File: src/rtl/sdram_pkg.sv
// -----------------------------------------------------------------------------
// sdram_pkg
// Shared constants for the SDRAM burst arbiter.
//   - FSM state encodings for sdram_arbiter (also visible on its debug port)
//   - Read/write direction encoding driven on o_sdram_rw
// -----------------------------------------------------------------------------
package sdram_pkg;

    localparam logic [2:0] IDLE    = 3'd0;
    localparam logic [2:0] ISSUE   = 3'd1;
    localparam logic [2:0] WAIT_WR = 3'd2;
    localparam logic [2:0] WAIT_RD = 3'd3;
    localparam logic [2:0] RECOVER = 3'd4;

    localparam logic READ  = 1'b1;
    localparam logic WRITE = 1'b0;

endpackage

File: src/rtl/sdram_rr_arbiter.sv
// -----------------------------------------------------------------------------
// sdram_rr_arbiter
// Grant decision between one write requester and one read requester.
// The grant is combinational; only the round-robin pointer is registered.
//   CLK, RST  : clock, asynchronous active-high reset
//   wrReq     : write burst requested
//   wrUrgent  : write side is urgent (only meaningful together with wrReq)
//   rdReq     : read burst requested
//   advance   : the current grant is being taken this cycle
//   grantWr   : write side would be granted
//   grantRd   : read side would be granted
// Priority: urgent write, then alternate when both ask, else the sole asker.
// -----------------------------------------------------------------------------
module sdram_rr_arbiter (
    input  logic CLK,
    input  logic RST,
    input  logic wrReq,
    input  logic wrUrgent,
    input  logic rdReq,
    input  logic advance,
    output logic grantWr,
    output logic grantRd
);

    // Remembers which side took the previous grant. Resetting it to "read"
    // makes the first contested grant go to the write side.
    logic lastWasRead;

    always_comb begin
        grantWr = 1'b0;
        grantRd = 1'b0;
        if (wrReq && wrUrgent) begin
            grantWr = 1'b1;
        end else if (wrReq && rdReq) begin
            grantWr = lastWasRead;
            grantRd = !lastWasRead;
        end else begin
            grantWr = wrReq;
            grantRd = rdReq;
        end
    end

    always_ff @(posedge CLK or posedge RST) begin
        if (RST) begin
            lastWasRead <= 1'b1;
        end else if (advance) begin
            lastWasRead <= grantRd;
        end
    end

endmodule

File: src/rtl/sdram_arbiter.sv
// -----------------------------------------------------------------------------
// sdram_arbiter
// Arbitrates write and read burst requests onto a single SDRAM controller port.
// Each granted request becomes one burst of BurstLength words.
//
// Ports
//   CLK, RST                       clock, asynchronous active-high reset
//   i_wr_req/i_wr_urgent/i_wr_addr write burst request, urgency, start address
//   i_wr_data, o_wr_pop            FWFT write word and its pop strobe
//   i_rd_req, i_rd_addr            read burst request, start address
//   o_wr_ack, o_rd_ack             one-cycle grant pulses
//   o_rd_data, o_rd_valid          read word, registered (1 cycle latency)
//   o_sdram_enable/rw/addr/data    command to the SDRAM controller (rw 1 = read)
//   i_sdram_busy                   controller cannot accept a command
//   i_sdram_valid_wr/valid_rd      controller consumed / produced a beat
//   i_sdram_data                   read word from the controller
//   o_busy                         FSM is not IDLE
//   o_error                        sticky timeout flag
//   o_dbg_state                    current FSM state (sdram_pkg encodings)
//
// Handshake: a request is level-held until the matching ack pulse is seen in
// the same cycle; the grant is taken on the rising edge that ends that cycle.
// A request still high after its ack simply asks for the next burst.
// Beats are one-cycle strobes from the controller and are only honoured while
// waiting on a burst of the matching direction.
// -----------------------------------------------------------------------------
module sdram_arbiter
    import sdram_pkg::*;
#(
    parameter int AddressWidth  = 24,
    parameter int WordLength    = 16,
    parameter int BurstLength   = 8,
    parameter int TimeoutCycles = 1024
) (
    input  logic                    CLK,
    input  logic                    RST,
    input  logic                    i_wr_req,
    input  logic                    i_wr_urgent,
    input  logic [AddressWidth-1:0] i_wr_addr,
    input  logic [WordLength-1:0]   i_wr_data,
    output logic                    o_wr_pop,
    input  logic                    i_rd_req,
    input  logic [AddressWidth-1:0] i_rd_addr,
    output logic                    o_wr_ack,
    output logic                    o_rd_ack,
    output logic [WordLength-1:0]   o_rd_data,
    output logic                    o_rd_valid,
    output logic                    o_sdram_enable,
    output logic                    o_sdram_rw,
    output logic [AddressWidth-1:0] o_sdram_addr,
    output logic [WordLength-1:0]   o_sdram_data,
    input  logic                    i_sdram_busy,
    input  logic                    i_sdram_valid_wr,
    input  logic                    i_sdram_valid_rd,
    input  logic [WordLength-1:0]   i_sdram_data,
    output logic                    o_busy,
    output logic                    o_error,
    output logic [2:0]              o_dbg_state
);

    localparam int BeatW = $clog2(BurstLength + 1);
    localparam int TimeW = $clog2(TimeoutCycles + 1);

    logic [2:0]              state;
    logic [BeatW-1:0]        beatCnt;
    logic [TimeW-1:0]        cycleCnt;
    logic                    rwReg;
    logic [AddressWidth-1:0] addrReg;
    logic                    errorReg;
    logic [WordLength-1:0]   rdDataReg;
    logic                    rdValidReg;

    logic grantWr;
    logic grantRd;
    logic startBurst;
    logic beatWr;
    logic beatRd;
    logic lastBeat;
    logic inBurst;
    logic timeUp;

    assign startBurst = (state == IDLE) && !i_sdram_busy && (grantWr || grantRd);

    sdram_rr_arbiter u_rr (
        .CLK      (CLK),
        .RST      (RST),
        .wrReq    (i_wr_req),
        .wrUrgent (i_wr_urgent),
        .rdReq    (i_rd_req),
        .advance  (startBurst),
        .grantWr  (grantWr),
        .grantRd  (grantRd)
    );

    // Beats only count in the waiting state of the matching direction.
    assign beatWr   = (state == WAIT_WR) && i_sdram_valid_wr;
    assign beatRd   = (state == WAIT_RD) && i_sdram_valid_rd;
    assign lastBeat = (beatWr || beatRd) && (beatCnt == BeatW'(BurstLength - 1));
    assign inBurst  = (state == ISSUE) || (state == WAIT_WR) || (state == WAIT_RD);
    // cycleCnt is 0 during the ISSUE cycle, so the edge that would bring it to
    // TimeoutCycles is the TimeoutCycles-th edge after issue.
    assign timeUp   = inBurst && (cycleCnt == TimeW'(TimeoutCycles - 1));

    always_ff @(posedge CLK or posedge RST) begin
        if (RST) begin
            state    <= IDLE;
            beatCnt  <= '0;
            cycleCnt <= '0;
            rwReg    <= WRITE;
            addrReg  <= '0;
            errorReg <= 1'b0;
        end else begin
            case (state)
                IDLE: begin
                    if (startBurst) begin
                        state    <= ISSUE;
                        beatCnt  <= '0;
                        cycleCnt <= '0;
                        rwReg    <= grantRd ? READ : WRITE;
                        addrReg  <= grantRd ? i_rd_addr : i_wr_addr;
                    end
                end
                ISSUE: begin
                    cycleCnt <= cycleCnt + 1'b1;
                    if (timeUp) begin
                        state    <= RECOVER;
                        errorReg <= 1'b1;
                    end else begin
                        state <= (rwReg == READ) ? WAIT_RD : WAIT_WR;
                    end
                end
                WAIT_WR, WAIT_RD: begin
                    cycleCnt <= cycleCnt + 1'b1;
                    if (beatWr || beatRd) begin
                        beatCnt <= beatCnt + 1'b1;
                    end
                    // A final beat landing on the timeout edge still completes.
                    if (lastBeat) begin
                        state <= IDLE;
                    end else if (timeUp) begin
                        state    <= RECOVER;
                        errorReg <= 1'b1;
                    end
                end
                RECOVER: begin
                    state <= IDLE;
                end
                default: begin
                    state <= IDLE;
                end
            endcase
        end
    end

    always_ff @(posedge CLK or posedge RST) begin
        if (RST) begin
            rdValidReg <= 1'b0;
            rdDataReg  <= '0;
        end else begin
            rdValidReg <= beatRd;
            if (beatRd) begin
                rdDataReg <= i_sdram_data;
            end
        end
    end

    // Acks are combinational from IDLE, so they are also masked by RST to keep
    // every output low while reset is asserted.
    assign o_wr_ack       = startBurst && grantWr && !RST;
    assign o_rd_ack       = startBurst && grantRd && !RST;
    assign o_wr_pop       = beatWr;
    assign o_sdram_data   = (state == WAIT_WR) ? i_wr_data : '0;
    assign o_sdram_enable = (state == ISSUE);
    assign o_sdram_rw     = rwReg;
    assign o_sdram_addr   = addrReg;
    assign o_rd_data      = rdDataReg;
    assign o_rd_valid     = rdValidReg;
    assign o_busy         = (state != IDLE);
    assign o_error        = errorReg;
    assign o_dbg_state    = state;

endmodule

File: config.mk
export PLATFORM = sky130hd
export DESIGN_NAME = sdram_arbiter
export DESIGN_NICKNAME = d
export VERILOG_FILES = /design/src/rtl/sdram_pkg.sv /design/src/rtl/sdram_rr_arbiter.sv /design/src/rtl/sdram_arbiter.sv
export SDC_FILE = /design/constraint.sdc
export NUM_CORES = 1
export LEC_CHECK = 0
export ABC_AREA = 0
export CAP_MARGIN = 15
export CORE_MARGIN = 2
export CORE_UTILIZATION = 40
export DETAILED_ROUTE_END_ITERATION = 6
export PLACE_DENSITY = 0.81
export RECOVER_POWER = 100
export SYNTH_ARGS = -nofsm -noshare
export SYNTH_HDL_FRONTEND = slang
export SYNTH_HIERARCHICAL = 1
export SYNTH_SLANG_ARGS = --single-unit
File: constraint.sdc
create_clock -name CLK -period 3.7 [get_ports CLK]
set_input_delay 0.925 -clock CLK [delete_from_list [all_inputs] [get_ports CLK]]
set_output_delay 0.925 -clock CLK [all_outputs]
set_load 0.005 [all_outputs]
# == Word level (Yosys, flattened, before mapping) ==
# Index checks and enable logic that the tools add are counted.
# W data, S select, Z words.
# totals
ff_bits,62
in_bits,88
out_inout_bits,67
elab_cells,72
# classes
add_sub_neg,2
n_eq_ne,9
muxes,21
n_reduce_logical,31
# op_table
op,n
$mux W24,1
$pmux W11 S2,1
$mux W16,1
$logic_and A1 B1 Y1,12
$mux W3,4
$add A11 B1 Y11 const B,1
$eq A11 B10 Y1 const B,1
$mux W11,1
$pmux W3 S3,1
$mux W1,8
$mux W4,2
$pmux W4 S2,1
$reduce_and A2 Y1,4
$eq A3 B2 Y1 const B,2
$ne A2 B2 Y1 const B,3
$reduce_bool A2 Y1,3
$add A4 B1 Y4 const B,1
$eq A4 B3 Y1 const B,1
$logic_or A1 B1 Y1,4
$eq A3 B1 Y1 const B,1
$logic_not A1 Y1,3
$logic_not A3 Y1,1
$ne A3 B3 Y1 const B,1
$reduce_and A3 Y1,1
other kinds (4),4

# == Logic depth before layout (Yosys ltp) ==
# Gate-level depths: netlist of run 1.
# logic_depth
depth_word,7
depth_mapped,8
ltp_nobuf,7

# == Cells and area by module ==
# Netlist of run 1, hierarchy kept.
# modules_own_cells
mod,instances,cells_each,area_each_um2,seq_area_each_um2
sdram_arbiter,1,303,2932.8,1526.5
sdram_rr_arbiter,1,8,70.1,26.3

# == Worst setup path before layout of run 1 ==
# Ideal clock, no wire load.
# synth_timing
path_type,input port to output port
from,in RST
to,out o_rd_ack
arrival_ps,2549
t_required_ps,2775
slack_ps,226
stages,2
n_path_buf,0
path_cell_list,inv_1 and3_1
# synth_via
elab_chain_len,2
# synth_lines
item,line_no,rtl
start: declaration,sdram_arbiter.sv:36,"input logic RST,"
$logic_not A1 Y1 (no source line),-,
$logic_and A1 B1 Y1,sdram_arbiter.sv:170,assign o_rd_ack = startBurst && grantRd && !RST;
end: declaration,sdram_arbiter.sv:45,"output logic o_rd_ack,"
# No other way between the ends.

# == Final worst setup path of run 1 ==
# layout_timing
from,in i_wr_urgent
to,out o_wr_ack
# layout_via
elab_chain_len,6
elab_cells_between_ends,7
classes_between,mux (2); reduce/logical (5)
# layout_lines
item,line_no,rtl
start: declaration,sdram_arbiter.sv:38,"input logic i_wr_urgent,"
$logic_and A1 B1 Y1,sdram_rr_arbiter.sv:32,if (wrReq && wrUrgent) begin
$mux W1,sdram_rr_arbiter.sv:32,
named net grantRd,sdram_arbiter.sv:74,logic grantRd;
$logic_or A1 B1 Y1,sdram_arbiter.sv:82,assign startBurst = (state == IDLE) && !i_sdram_busy && (grantWr || grantRd);
$logic_and A1 B1 Y1,sdram_arbiter.sv:82,
named net startBurst,sdram_arbiter.sv:75,logic startBurst;
$logic_and A1 B1 Y1 (2 in a row),sdram_arbiter.sv:169,assign o_wr_ack = startBurst && grantWr && !RST;
end: declaration,sdram_arbiter.sv:44,"output logic o_wr_ack,"
# The timed path passes the listed nets, and every way through them passes these cells.

==> results of run 1 <==
registers in the layout, indices dropped and copies added (netlist names):
name,count
o_sdram_rw,1
beatCnt,4
o_rd_data,16
o_error,1
o_sdram_addr,24
o_rd_valid,1
u_rr/lastWasRead,1
o_dbg_state,3
cycleCnt,11
worst max-delay path, cell delays in order:
cell	delay (ns)
clkdlybuf4s50_1	0.44
o21ai_2	0.19
and2_1	0.17
o21ba_2	0.16
nand2_1	0.08
inv_2	0.10
and3_1	0.15
clkdlybuf4s50_1	0.50
area by class of cell:
class	count	area, µm²	share of cell area (%)
clock buffers	15	166	3.44
clock inverters	1	5.00	0.104
multi-input cells	224	1330	27.5
inverters	9	33.8	0.699
well taps	99	124	2.56
repair buffers	165	1620	33.5
flip-flops and latches	62	1550	32.1
power by group:
group | leakage (nW) | internal, mW | switching [mW]
clock network | 0.0877 | 0.280 | 0.242
logic | 1.30 | 0.823 | 0.576
registers | 0.782 | 0.975 | 0.227
total | 2.17 | 2.08 | 1.05
final timing paths:
check,from,slack (ns),cells after the start,endpoint
worst max-delay path,i_wr_urgent,0.06,8,o_wr_ack
worst min-delay path,o_rd_data[7],0.47,2,o_rd_data[7]
worst max register to register,u_rr/lastWasRead,1.78,7,cycleCnt[10]
worst min register to register,o_rd_data[7],0.47,2,o_rd_data[7]
max in group asynchronous,RST,1.12,3,o_sdram_addr[8]
min in group asynchronous,RST,1.00,2,o_rd_data[12]
synthesized netlist by cell type, types with 2 or more instances:
cell      number
nand3_1        4
dfrtp_1       61
mux2i_1       26
buf_2          6
and3_1         3
o211ai_2       2
o21ai_0       38
buf_4          2
nand4_1        4
inv_1          8
or3_1          3
o31ai_1        3
ha_1           2
o31ai_2        2
clkbuf_1       6
nand2_1       87
o21ba_2        2
a21oi_1        4
and2_1        19
nor2_1         5
buf_6          2
repair_timing:
action | 4_1_cts | 5_1_grt
endpoints found under the setup margin | 1 | 1
pin swaps | 0 | 1
gates resized for setup | 1 | 2
buffers inserted | 0 | 3
metrics by stage:
| stage | utilization (%) | hold slack [ns] | std cells |
|---|---|---|---|
| 6_report | 66.6 | 0.472 | 575 |
| 5_1_grt | 66.6 | 0.484 | 575 |
| 4_1_cts | 66.3 | 0.477 | 572 |
| 3_5_place_dp | 63.9 | 0.461 | 556 |
| 3_3_place_gp | 63.9 | 0.458 | 556 |
| 2_1_floorplan | - | 0.445 | 311 |
cell families (layout without fill, tap and decap cells):
group,after synthesis,count (layout),share of synthesized area (%)
AND/OR/NAND/NOR,135,135,21.3
flip-flops,62,62,51.7
AO/OA/AOI/OAI,60,60,13.0
multiplexers,27,27,9.04
buffers and inverters,25,190,4.12
adder cells (fa/ha/maj),2,2,0.833
layer usage:
| metal | vias to the layer above | global-route usage [%] | routed length (µm) |
|---|---|---|---|
| li1 | 1376 | - | - |
| met4 | 0 | 8.33 | 122 |
| met5 | - | 0 | 0 |
| met1 | 1315 | 23.1 | 3110 |
| met3 | 11 | 6.51 | 755 |
| met2 | 132 | 33.3 | 3900 |
cells in the final DEF (no fill, tap or decap), types with 2 or more instances in the layout:
| cell type | count |
|---|---|
| clkdlybuf4s50_1 | 135 |
| o211ai_2 | 2 |
| mux2i_1 | 26 |
| nor2_1 | 5 |
| and2_1 | 19 |
| clkbuf_8 | 11 |
| nand2_1 | 87 |
| a21oi_1 | 4 |
| o31ai_1 | 3 |
| nand3_1 | 4 |
| dlygate4sd3_1 | 18 |
| nand4_1 | 4 |
| or3_1 | 3 |
| dfrtp_1 | 61 |
| and3_1 | 3 |
| o31ai_2 | 2 |
| inv_1 | 7 |
| o21ai_0 | 38 |
| buf_4 | 10 |
| o21ba_2 | 2 |
| clkbuf_1 | 4 |
| ha_1 | 2 |
==> results.yml, run 1 <==
worst_setup_path:
  worstPathArrival_ns: 2.72
  crit_fanout: 3
  worstSetupStartpointType: "input pin"
  worst_setup_path_end_kind: "primary output"
  worstPathRequired_ns: 2.77
  setup.worst_path.class: "input pin to primary output"
place:
  gp_congestion: 0.838
  dp_slack_ns: -0.0553
  port-buffer-count: 154
  hpwl_um: 5910
  dpl-instance-area_mm2: 0.00464
drt:
  dr.pass1.iters: 4
  totalWireLength_um: 7890
  routed_via_density: 4.93
  vias: 2834
  avgRoutedWirePerCell_um: 13.7
  ant_nets: 0
  drt-initial-drc-count: 93
  drc: 0
die:
  die_w_um: 90.6
  core_mm2: 0.00725
  die_area_mm2: 0.00822
  rows: 31
  ios: 155
  fp.dieH_um: 90.6
  initial_core_util_pct: 41.4
synth:
  ys_seq_area_share_pct: 51.7
  synth_fp_nets: 401
  synth_top_cell_area_share_pct: 50.8
  synth.largest_area_cell: "dfrtp_1"
  ys.flop_type: "dfrtp_1"
  postSynthCellCount: 311
  async_flop_share_pct: 100
  synth-seq-cells: 62
  synth.area.top_cells: "dfrtp_1 (51%), nand2_1 (11%), mux2i_1 (8.7%)"
  yosys_warnings: 6
  synth.avg_cell_area_um2: 9.66
  synth_edf_count: 0
  syn_area_mm2: 0.00300
  yosys.cell_types.count: 43
pwr:
  max-vdd-ir-drop_mv: 0.269
  p_leak_nw: 2.17
  power_mw: 3.12
  powerDensity_mw_per_mm2: 646
clock_network:
  cts_tree: "built"
  cts-buffers-inserted: 9
  cts_root_buffer: "clkbuf_8"
  cts.sinks: 62
  clkLatencyLatePin_ns: 0.33
  htreeDepth: 3
  cts_buffer_depth: 2
  cts_hold_buf: 0
  clkTransAtPathRegs_ns: 0.06
timing:
  finalHoldViolations: 0
  fin_ws_ns: 0.0574
  clock_skew_ns: 0.00683
  tightest_slew_ns: 1.33
  period_share_pct: 98.4
  fin_tns_setup_ns: 0
  setup_violations: 0
  final_max_slew_viol_count: 0
  relSlewSlack_pct: 11.2
  period_minus_slack_ns: 3.64
  fmax_ghz: 0.275
finish:
  n_fill_cell: 579
  syn_to_final_growth_pct: 60.9
  nNetsFinal: 561
  n_antenna_cell: 0
  fin_area_mm2: 0.00483
  drive_gt1_share_pct: 8.19
global_route:
  grt_usage_pct: 19.8
  grt_max_degree: 56
  globalRouteOverflowTotal: 0
  grt_pass1_wl_um: 13300
  grt_pass1_vias: 2890
  antenna_found_initial: 0
status:
  status: "finished clean"
min_path:
  worst_hold_path_type: "flop to flop"
flow_run:
  maxCapViolations: 0
Power figures use the tool's default switching activity.
==> inputs of run 2 (changes only) <==
--- a/config.mk
+++ b/config.mk
@@ -8,9 +8,10 @@
 export ABC_AREA = 0
 export CAP_MARGIN = 15
 export CORE_MARGIN = 2
-export CORE_UTILIZATION = 40
+export CORE_UTILIZATION = 55
 export DETAILED_ROUTE_END_ITERATION = 6
-export PLACE_DENSITY = 0.81
+export DONT_BUFFER_PORTS = 1
+export PLACE_DENSITY = 0.7
 export RECOVER_POWER = 100
 export SYNTH_ARGS = -nofsm -noshare
 export SYNTH_HDL_FRONTEND = slang
==> results.yml, run 2 (same netlist as run 1, synthesis figures left out) <==
worst_setup_path:
  path_delay_family: "simple AND/OR/NAND/NOR gates"
  worstPathRequired_ns: 2.77
  setup.worst_path.class: "input pin to primary output"
  worst_setup_path_end_kind: "primary output"
  crit_fanout: 8
  worst_path_largest_cell_delay_ns: 0.25
  cp_slowest_cell: "and3_1"
  worstSetupStartpointType: "input pin"
  r2r_cells: 7
  critPathBufInv: 1
  cp.depth: 6
  path_cells: "o21ai_0, and2_0, o21ba_1, nand2_1, inv_1, and3_1"
  worstPathArrival_ns: 2.06
timing:
  period_share_pct: 80.7
  clock_skew_ns: 0.00766
  relSlewSlack_pct: 21.1
  final_max_slew_viol_count: 0
  fmax_ghz: 0.335
  setup_violations: 0
  fin_tns_setup_ns: 0
  period_minus_slack_ns: 2.98
  tightest_slew_ns: 1.18
  rsz0062_at_grt: "no"
  hold_slack_ns: 0.476
  finalHoldViolations: 0
clock_network:
  ctsResizeCount: 0
  cts.sinks: 62
  cts_setup_buffers: 0
  cts_hold_buf: 0
  cts_tree: "built"
  clkTransAtPathRegs_ns: 0.06
  cts_root_buffer: "clkbuf_8"
  cts-buffers-inserted: 9
  cts_buffer_depth: 2
  clkLatencyLatePin_ns: 0.33
  htreeDepth: 3
pwr:
  p_comb_share_pct: 27.5
  max-vdd-ir-drop_mv: 0.380
  p_leak_nw: 1.50
  p_sw_mw: 0.918
  p_seq_share_pct: 52.2
  swShare_pct: 37.9
  pwr-share-clk_pct: 20.3
  power_mw: 2.42
  power.internal_mw: 1.50
  powerDensity_mw_per_mm2: 766
finish:
  n_fill_cell: 452
  nNetsFinal: 401
  syn_to_final_growth_pct: 5.17
  finish.utilization_pct: 61.1
  fin_area_mm2: 0.00316
  drive_gt1_share_pct: 7.59
  final_common_cell: "nand2_1"
  largest_reg_flops: 24
  n_antenna_cell: 0
  final_cell_mix: "nand2_1 (87), dfrtp_1 (61), o21ai_0 (39), mux2i_1 (26), and2_0 (17)"
global_route:
  grt_usage_pct: 21.9
  grt_max_degree: 55
  grt_pass1_wl_um: 10200
  globalRouteOverflowTotal: 0
  grt_pass1_vias: 2158
  antenna_found_initial: 0
die:
  die_area_mm2: 0.00607
  fp.dieH_um: 77.9
  rows: 26
  ios: 155
  die_w_um: 77.9
  initial_core_util_pct: 58.1
  core_mm2: 0.00517
drt:
  dr.pass1.iters: 4
  routed_via_density: 5.72
  totalWireLength_um: 6320
  drc: 0
  vias: 2208
  drt-initial-drc-count: 149
  ant_nets: 0
  avgRoutedWirePerCell_um: 16.4
place:
  port-buffer-count: 0
  gp_congestion: 0.785
  dpl-instance-area_mm2: 0.00304
  hpwl_um: 4670
flow_run:
  maxCapViolations: 0
min_path:
  worst_hold_path_type: "input pin to async pin"
status:
  status: "finished clean"
run 2: layout make-up:
type | count | area [µm²] | area share (%)
Sequential cell | 62 | 1550 | 49.2
Multi-Input combinational cell | 224 | 1300 | 41.0
Clock buffer | 14 | 153 | 4.83
Tap cell | 70 | 87.6 | 2.77
Inverter | 9 | 33.8 | 1.07
Timing Repair Buffer | 5 | 25.0 | 0.792
Clock inverter | 2 | 10.0 | 0.317
run 2: layer usage:
metal / global-route usage (%) / up-vias / part of all wire [%]
met1: 28.5 / 1041 / 42
met5: 0 / - / 0
met4: 9.30 / 0 / 1.0
li1: - / 1045 / -
met2: 35.5 / 116 / 49
met3: 4.65 / 6 / 7.7
run 2: through the flow:
stage,setup WS [ns],cells
after global placement,0.842,370
after CTS,0.813,386
after global routing,0.576,386
final,0.716,386
after detailed placement,0.819,370
after floorplan,0.226,311
run 2: power groups by stage:
stage | Clock (mW) | Combinational (mW) | Sequential [mW]
after floorplan | 0 | 0.625 | 1.17
after global placement | 0 | 0.669 | 1.27
after detailed placement | 0 | 0.711 | 1.28
after CTS | 0.507 | 0.708 | 1.27
after global routing | 0.532 | 0.790 | 1.31
final | 0.492 | 0.666 | 1.26
run 2: final timing paths:
path | startpoint | endpoint | slack (ns)
worst max-delay path | i_wr_urgent | o_rd_ack | 0.72
worst min register to register | cycleCnt[9] | cycleCnt[9] | 0.49
worst max register to register | u_rr/lastWasRead | cycleCnt[8] | 1.41
worst min-delay path | RST | u_rr/lastWasRead | 0.48
min in group CLK | cycleCnt[9] | cycleCnt[9] | 0.49
max in group asynchronous | RST | cycleCnt[8] | 1.60
